===== src/rtl/ps2_kbd_pkg.sv =====
// Shared constants and types for the PS/2 keyboard receiver and its Wishbone register file.
package ps2_kbd_pkg;

    localparam logic [1:0] ADR_DATA   = 2'd0;
    localparam logic [1:0] ADR_STATUS = 2'd1;
    localparam logic [1:0] ADR_CTRL   = 2'd2;
    localparam logic [1:0] ADR_RSVD   = 2'd3;

    localparam int ST_EMPTY      = 0;
    localparam int ST_FULL       = 1;
    localparam int ST_OVERRUN    = 2;
    localparam int ST_PARITY_ERR = 3;
    localparam int ST_FRAME_ERR  = 4;
    localparam int ST_COUNT_LSB  = 8;

    localparam int CTRL_IRQ_EN = 0;
    localparam int CTRL_FLUSH  = 1;

    typedef enum logic [1:0] {IDLE, DATA, PARITY, STOP} frame_state_t;

    // Odd parity across the eight data bits plus the parity bit.
    function automatic logic odd_parity_ok(input logic [7:0] d, input logic p);
        return ^{d, p};
    endfunction

endpackage


===== src/rtl/ps2_frame_rx.sv =====
// PS/2 frame receiver: synchronise and filter both lines, then decode 11-bit frames on clock falls.
//   state  | meaning
//   IDLE   | waiting for a start bit (data 0 on a fall)
//   DATA   | shifting in eight data bits, LSB first
//   PARITY | capturing the parity bit
//   STOP   | checking stop bit and parity, then reporting the byte or an error
module ps2_frame_rx
    import ps2_kbd_pkg::*;
#(
    parameter int SYNC_STAGES    = 2,
    parameter int FILTER_LEN     = 20,
    parameter int TIMEOUT_CYCLES = 100000
) (
    input  logic       clk_i,
    input  logic       rst_i,
    input  logic       ps2clk_i,
    input  logic       ps2data_i,
    output logic [7:0] rx_byte,
    output logic       byte_valid,
    output logic       parity_err,
    output logic       frame_err
);

    localparam int FCW = $clog2(FILTER_LEN + 1);
    localparam int TCW = $clog2(TIMEOUT_CYCLES + 1);
    localparam logic [FCW-1:0] FILT_TC = FCW'(FILTER_LEN - 1);
    localparam logic [TCW-1:0] TMO_LOAD = TCW'(TIMEOUT_CYCLES - 1);

    logic [SYNC_STAGES-1:0] clk_sync, dat_sync;
    logic [1:0]             smp, filt;
    logic [FCW-1:0]         flt_cnt [2];
    logic                   clk_filt_q, fall;

    frame_state_t   state, state_nxt;
    logic [7:0]     shreg;
    logic [2:0]     bit_idx;
    logic           par_bit;
    logic [TCW-1:0] tmo_cnt;
    logic           tmo_hit;

    // Index 0 is the clock line, index 1 the data line.
    assign smp  = {dat_sync[SYNC_STAGES-1], clk_sync[SYNC_STAGES-1]};
    assign fall = clk_filt_q & ~filt[0];

    always_ff @(posedge clk_i or posedge rst_i) begin
        if (rst_i) begin
            clk_sync   <= '1;
            dat_sync   <= '1;
            filt       <= 2'b11;
            clk_filt_q <= 1'b1;
            for (int i = 0; i < 2; i++) flt_cnt[i] <= '0;
        end else begin
            clk_sync   <= {clk_sync[SYNC_STAGES-2:0], ps2clk_i};
            dat_sync   <= {dat_sync[SYNC_STAGES-2:0], ps2data_i};
            clk_filt_q <= filt[0];
            for (int i = 0; i < 2; i++) begin
                if (smp[i] == filt[i]) begin
                    flt_cnt[i] <= '0;
                end else if (flt_cnt[i] == FILT_TC) begin
                    filt[i]    <= smp[i];
                    flt_cnt[i] <= '0;
                end else begin
                    flt_cnt[i] <= flt_cnt[i] + FCW'(1);
                end
            end
        end
    end

    assign tmo_hit = (state != IDLE) && (tmo_cnt == '0);

    always_ff @(posedge clk_i or posedge rst_i) begin
        if (rst_i) begin
            state   <= IDLE;
            shreg   <= '0;
            bit_idx <= '0;
            par_bit <= 1'b0;
            tmo_cnt <= TMO_LOAD;
        end else begin
            state <= state_nxt;
            if (state == IDLE || fall) tmo_cnt <= TMO_LOAD;
            else if (tmo_cnt != '0)    tmo_cnt <= tmo_cnt - TCW'(1);
            if (fall) begin
                case (state)
                    IDLE:    bit_idx <= '0;
                    DATA: begin
                        shreg   <= {filt[1], shreg[7:1]};
                        bit_idx <= bit_idx + 3'd1;
                    end
                    PARITY:  par_bit <= filt[1];
                    default: ;
                endcase
            end
        end
    end

    always_comb begin
        state_nxt  = state;
        byte_valid = 1'b0;
        parity_err = 1'b0;
        frame_err  = 1'b0;
        if (tmo_hit) begin
            frame_err = 1'b1;
            state_nxt = IDLE;
        end else if (fall) begin
            case (state)
                IDLE:   if (!filt[1]) state_nxt = DATA;
                DATA:   if (bit_idx == 3'd7) state_nxt = PARITY;
                PARITY: state_nxt = STOP;
                STOP: begin
                    if (filt[1] && odd_parity_ok(shreg, par_bit)) begin
                        byte_valid = 1'b1;
                    end else begin
                        parity_err = ~odd_parity_ok(shreg, par_bit);
                        frame_err  = ~filt[1];
                    end
                    state_nxt = IDLE;
                end
                default: state_nxt = IDLE;
            endcase
        end
    end

    assign rx_byte = shreg;

endmodule


===== src/rtl/ps2_keyboard_fifo_wb.sv =====
// PS/2 keyboard receiver with a scan-code FIFO, status/control registers and a Wishbone slave port.
module ps2_keyboard_fifo_wb
    import ps2_kbd_pkg::*;
#(
    parameter int FIFO_DEPTH     = 16,
    parameter int SYNC_STAGES    = 2,
    parameter int FILTER_LEN     = 20,
    parameter int TIMEOUT_CYCLES = 100000
) (
    input  logic        clk_i,
    input  logic        rst_i,
    input  logic        wb_cyc_i,
    input  logic        wb_stb_i,
    input  logic        wb_we_i,
    input  logic [1:0]  wb_adr_i,
    input  logic [31:0] wb_dat_i,
    input  logic [3:0]  wb_sel_i,
    output logic        wb_ack_o,
    output logic [31:0] wb_dat_o,
    input  logic        ps2clk_i,
    input  logic        ps2data_i,
    output logic        irq_o
);

    localparam int PW = $clog2(FIFO_DEPTH);
    localparam int CW = PW + 1;

    logic [7:0]    rx_byte;
    logic          byte_valid, parity_pulse, frame_pulse;

    logic [7:0]    mem [FIFO_DEPTH];
    logic [PW-1:0] wr_ptr, rd_ptr;
    logic [CW-1:0] count;
    logic          empty, full, do_push, pop, flush;
    logic          overrun, parity_err, frame_err, irq_en;

    logic          req, wr, rd;
    logic [1:0]    req_adr;
    logic          req_we, req_sel0;
    logic [4:0]    req_wdat;
    logic [2:0]    sts_clr;
    logic [31:0]   status, rdata;
    logic          unused_bits;

    ps2_frame_rx #(
        .SYNC_STAGES   (SYNC_STAGES),
        .FILTER_LEN    (FILTER_LEN),
        .TIMEOUT_CYCLES(TIMEOUT_CYCLES)
    ) u_rx (
        .clk_i     (clk_i),
        .rst_i     (rst_i),
        .ps2clk_i  (ps2clk_i),
        .ps2data_i (ps2data_i),
        .rx_byte   (rx_byte),
        .byte_valid(byte_valid),
        .parity_err(parity_pulse),
        .frame_err (frame_pulse)
    );

    assign unused_bits = ^{wb_dat_i[31:5], wb_sel_i[3:1]};

    // The request is captured so the ack cycle acts on it regardless of when the master drops stb.
    assign req = wb_cyc_i & wb_stb_i & ~wb_ack_o;
    assign wr  = wb_ack_o & req_we & req_sel0;
    assign rd  = wb_ack_o & ~req_we;

    always_ff @(posedge clk_i or posedge rst_i) begin
        if (rst_i) begin
            wb_ack_o <= 1'b0;
            req_adr  <= '0;
            req_we   <= 1'b0;
            req_sel0 <= 1'b0;
            req_wdat <= '0;
        end else begin
            wb_ack_o <= req;
            if (req) begin
                req_adr  <= wb_adr_i;
                req_we   <= wb_we_i;
                req_sel0 <= wb_sel_i[0];
                req_wdat <= wb_dat_i[4:0];
            end
        end
    end

    assign empty   = (count == '0);
    assign full    = (count == CW'(FIFO_DEPTH));
    assign pop     = rd & (req_adr == ADR_DATA) & ~empty;
    assign flush   = wr & (req_adr == ADR_CTRL) & req_wdat[CTRL_FLUSH];
    assign do_push = byte_valid & (~full | pop) & ~flush;
    assign sts_clr = (wr && req_adr == ADR_STATUS) ? req_wdat[4:2] : 3'b000;

    always_ff @(posedge clk_i) begin
        if (do_push) mem[wr_ptr] <= rx_byte;
    end

    always_ff @(posedge clk_i or posedge rst_i) begin
        if (rst_i) begin
            wr_ptr     <= '0;
            rd_ptr     <= '0;
            count      <= '0;
            overrun    <= 1'b0;
            parity_err <= 1'b0;
            frame_err  <= 1'b0;
            irq_en     <= 1'b0;
            irq_o      <= 1'b0;
        end else begin
            if (flush) begin
                wr_ptr <= '0;
                rd_ptr <= '0;
                count  <= '0;
            end else begin
                if (do_push) wr_ptr <= wr_ptr + PW'(1);
                if (pop)     rd_ptr <= rd_ptr + PW'(1);
                count <= count + CW'(do_push) - CW'(pop);
            end
            // Set has priority over a same-cycle W1C clear.
            overrun    <= (byte_valid & full & ~pop & ~flush) | (overrun & ~sts_clr[0]);
            parity_err <= parity_pulse | (parity_err & ~sts_clr[1]);
            frame_err  <= frame_pulse | (frame_err & ~sts_clr[2]);
            if (wr && req_adr == ADR_CTRL) irq_en <= req_wdat[CTRL_IRQ_EN];
            irq_o <= irq_en & (~empty | overrun | parity_err | frame_err);
        end
    end

    always_comb begin
        status                    = '0;
        status[ST_EMPTY]          = empty;
        status[ST_FULL]           = full;
        status[ST_OVERRUN]        = overrun;
        status[ST_PARITY_ERR]     = parity_err;
        status[ST_FRAME_ERR]      = frame_err;
        status[ST_COUNT_LSB +: CW] = count;
    end

    always_comb begin
        rdata = '0;
        case (req_adr)
            ADR_DATA:   rdata = empty ? 32'h0 : {23'b0, 1'b1, mem[rd_ptr]};
            ADR_STATUS: rdata = status;
            ADR_CTRL:   rdata = {31'b0, irq_en};
            ADR_RSVD:   rdata = '0;
            default:    rdata = '0;
        endcase
    end

    assign wb_dat_o = rd ? rdata : 32'h0;

endmodule


===== config.mk =====
export PLATFORM = sky130hd
export DESIGN_NAME = ps2_keyboard_fifo_wb
export DESIGN_NICKNAME = d
export VERILOG_FILES = /design/src/rtl/ps2_kbd_pkg.sv /design/src/rtl/ps2_frame_rx.sv /design/src/rtl/ps2_keyboard_fifo_wb.sv
export SDC_FILE = /design/constraint.sdc
export NUM_CORES = 1
export LEC_CHECK = 0
export ABC_AREA = 1
export CAP_MARGIN = 40
export CORE_MARGIN = 8
export CORE_UTILIZATION = 35
export CTS_BUF_LIST = sky130_fd_sc_hd__clkbuf_4 sky130_fd_sc_hd__clkbuf_8
export DETAILED_ROUTE_END_ITERATION = 8
export PLACE_DENSITY = 0.67
export RECOVER_POWER = 25
export SETUP_SLACK_MARGIN = 0.5
export SLEW_MARGIN = 30
export SYNTH_ARGS = -nofsm -noshare
export SYNTH_HDL_FRONTEND = slang
export SYNTH_SLANG_ARGS = --single-unit

===== constraint.sdc =====
create_clock -name clk_i -period 2.8 [get_ports clk_i]
set_input_delay 0.42 -clock clk_i [delete_from_list [all_inputs] [get_ports clk_i]]
set_output_delay 0.42 -clock clk_i [all_outputs]
set_load 0.03 [all_outputs]

==> out/results.ini, run 1 <==
[run_status]
status=finished, final reports clean

[yosys]
synth_cell_types=47
yosys_warnings=0
synth_seq_cells=204
synth_flop_cell=edfxtp_1
synth_area_um2=9400
syn_area_per_cell_um2=10.40
synth_area_leader_cell=edfxtp_1
async_reset_ff_share_pct=37.25
synth-edff-count=128
synth_seq_area_share_pct=61.35
synth_cells=904
yosys-top-cells-area=edfxtp_1, dfrtp_1, nor2_1
yosysMostFrequentCell=nor2_1
synth_commonest_cells=nor2_1, edfxtp_1, nand2_1
synth_top_cell_area_share_pct=40.89

[critical_path]
r2r_slack_ps=220
arrival_ps=2320
r2r_cells=19
start_kind=flip-flop
path_max_fanout=6
r2r-end=count[4]$_DFF_PP0_
timing.rr.start=u_rx.rx_byte[1]$_DFFE_PP0P_
end_kind=primary output
crit_type=reg -> out
required_ps=2380

[clock_network]
clock_path_buffers=3
cts_buffers=35
cts_root_buffer=clkbuf_8
cts_tree=built
clk_pin_slew_ps=60
clkLatencyLatePin_ps=520
htree_levels=2
cts.sinks=204

[timing]
period_share_pct=97.90
clock-skew-final_ps=30.90
layout_setup_ws_ps=58.94
rsz0062_at_grt=yes
setup_viol=0
hold_viol=0
slew_headroom_pct=8.038
period_minus_slack_ps=2741
worst_pin_slew_ps=1372
finalMaxSlewViolations=0
fin_tns_setup_ps=0
max_freq_ghz=0.3648

[detailed_routing]
drc=0
vias=6816
first_pass_iters=5
drt_iter0_drc=514
avgViaCountPerCell=4.886
finalWirelength_um=21720
drt-wirelength-per-cell_um=15.57
ant_nets=0

[placement]
routabilityCongestion=0.8334
dp_slack_ps=84.81
port_buffers=29
dp_hpwl_um=13870
dp_cells=1287

[finish]
n_antenna_cell=0
drive_gt1_share_pct=26.19
finalNonFillerCells=1395
nets=1095
syn2layout_area_growth_pct=25.73

[global_route]
gr-usage-all-layers_pct=12.80
grt_max_degree=31
gr-total-overflow=0
antenna_found_initial=0
grt_pass1_wl_um=34360
grt_pass1_vias=6739

[power_and_ir_drop]
leakagePower_uw=0.004542
peakVddDrop_v=0.0002916
powerDensity_nw_per_um2=517.2

[floorplanning]
core_um2=26650
die_w_um=179.9
die_h_um=179.9
initial_core_util_pct=35.27
rows=60
dieArea_um2=32360
boundaryPins=79

[job]
cap_viol_max_count=0

[hold_path]
min_from=u_rx.clk_sync[0]$_DFF_PP1_
hold_end=u_rx.clk_sync[1]$_DFF_PP1_
hold_path_class=reg -> reg
whs_path_depth=0

## layer usage
layer  up-vias  GRT usage (%)  part of all wire [%]
li1       3299              -                     -
met3        46          2.621                   5.5
met1      3302          16.29                    44
met4         0          4.335                   2.4
met5         -              0                     0
met2       169          21.44                    49
## power by group
group          internal (uW)  switching [uW]
Sequential              3210            24.8
Clock                   1520            1190
Combinational           50.5             110
## sequential cells by signal, summed over array words and instances, names as in the netlist
name / count
count: 5
frame_err: 1
irq_en: 1
irq_o: 1
mem: 128
overrun: 1
parity_err: 1
rd_ptr: 4
req_adr: 2
req_sel0: 1
req_wdat: 5
req_we: 1
u_rx.bit_idx: 3
u_rx.clk_filt_q: 1
u_rx.clk_sync: 2
u_rx.dat_sync: 2
u_rx.filt: 2
u_rx.flt_cnt: 10
u_rx.par_bit: 1
u_rx.rx_byte: 8
u_rx.state: 2
u_rx.tmo_cnt: 17
wb_ack_o: 1
wr_ptr: 4
## through the flow
step	util, %	area (um2)	hold WS, ps	power [uW]
global route	44.35	11820	356.9	6314
CTS	42.92	11440	300.8	6163
global placement	38.88	10360	347.2	3446
detailed placement	38.88	10360	347.8	3451
finish	44.35	11820	354.9	6112
floorplan	-	9539	345.2	3418
## timing repair
action / CTS / global route
resized for setup: 67 / 63
setup endpoints to repair: 16 / 49
hold buffers: 0 / 0
cloned: 3 / 2
pin swaps: 14 / 31
setup buffers: 21 / 19
## layout by cell type (no fill, tap or decap), types with 17 or more instances in the layout
| cell | n |
|---|---|
| nand3_1 | 38 |
| inv_2 | 19 |
| edfxtp_1 | 128 |
| o211ai_1 | 19 |
| o21ai_0 | 74 |
| buf_6 | 17 |
| o21ai_1 | 24 |
| clkbuf_8 | 37 |
| buf_4 | 58 |
| dfrtp_1 | 50 |
| inv_1 | 69 |
| nor2_1 | 134 |
| conb_1 | 19 |
| nand2_1 | 101 |
## worst max path at each step
stage | start | to | depth (start not counted)
detailed placement | count[2]$_DFF_PP0_ | count[4]$_DFF_PP0_ | 18
finish | rd_ptr[0]$_DFFE_PP0P_ | wb_dat_o[2] | 9
floorplan | u_rx.rx_byte[2]$_DFFE_PP0P_ | count[4]$_DFF_PP0_ | 21
global placement | count[3]$_DFF_PP0_ | count[4]$_DFF_PP0_ | 18
global route | rd_ptr[0]$_DFFE_PP0P_ | wb_dat_o[2] | 9
CTS | rd_ptr[0]$_DFFE_PP0P_ | wb_dat_o[0] | 11
## logic make-up (layout without fill, tap and decap cells)
logic type	after synthesis	after routing	synth area share, %
AO/OA/AOI/OAI	165	165	9.969
XOR/XNOR	18	18	1.677
adder cells (fa/ha/maj)	22	22	3.008
buffers and inverters	145	277	6.788
flip-flops	204	204	61.35
multiplexers	3	3	0.3594
other	1	19	0.03989
AND/OR/NAND/NOR	346	346	16.81
## worst max-delay path, stage by stage, from the launching register on
cell      delay [ps]
dfrtp_2          510
buf_12           180
buf_4            130
o21ai_0          270
o221ai_2         160
nand3_1          170
nand2_1          100
nand2_1           90
o21ai_2           60
buf_6            140
## area by class of cell
type,instances,area [um2]
timing repair buffer,118,1204
inverter,94,374.1
clock buffer,52,621.8
clock inverter,11,80.08
fill,2383,14830
tap,341,426.7
sequential,204,5778
multi-input combinational,573,3317
timing repair inverter,2,17.52
(Power assumes the default switching activity.)
==> run 2, diff against run 1 <==
--- a/config.mk
+++ b/config.mk
@@ -6,6 +6,7 @@
 export NUM_CORES = 1
 export LEC_CHECK = 0
 export ABC_AREA = 1
+export ABC_CLOCK_PERIOD_IN_PS = 2800
 export CAP_MARGIN = 40
 export CORE_MARGIN = 8
 export CORE_UTILIZATION = 35
==> results of run 2 <==
Final layout, timing and power as in run 1 (identical DEF).
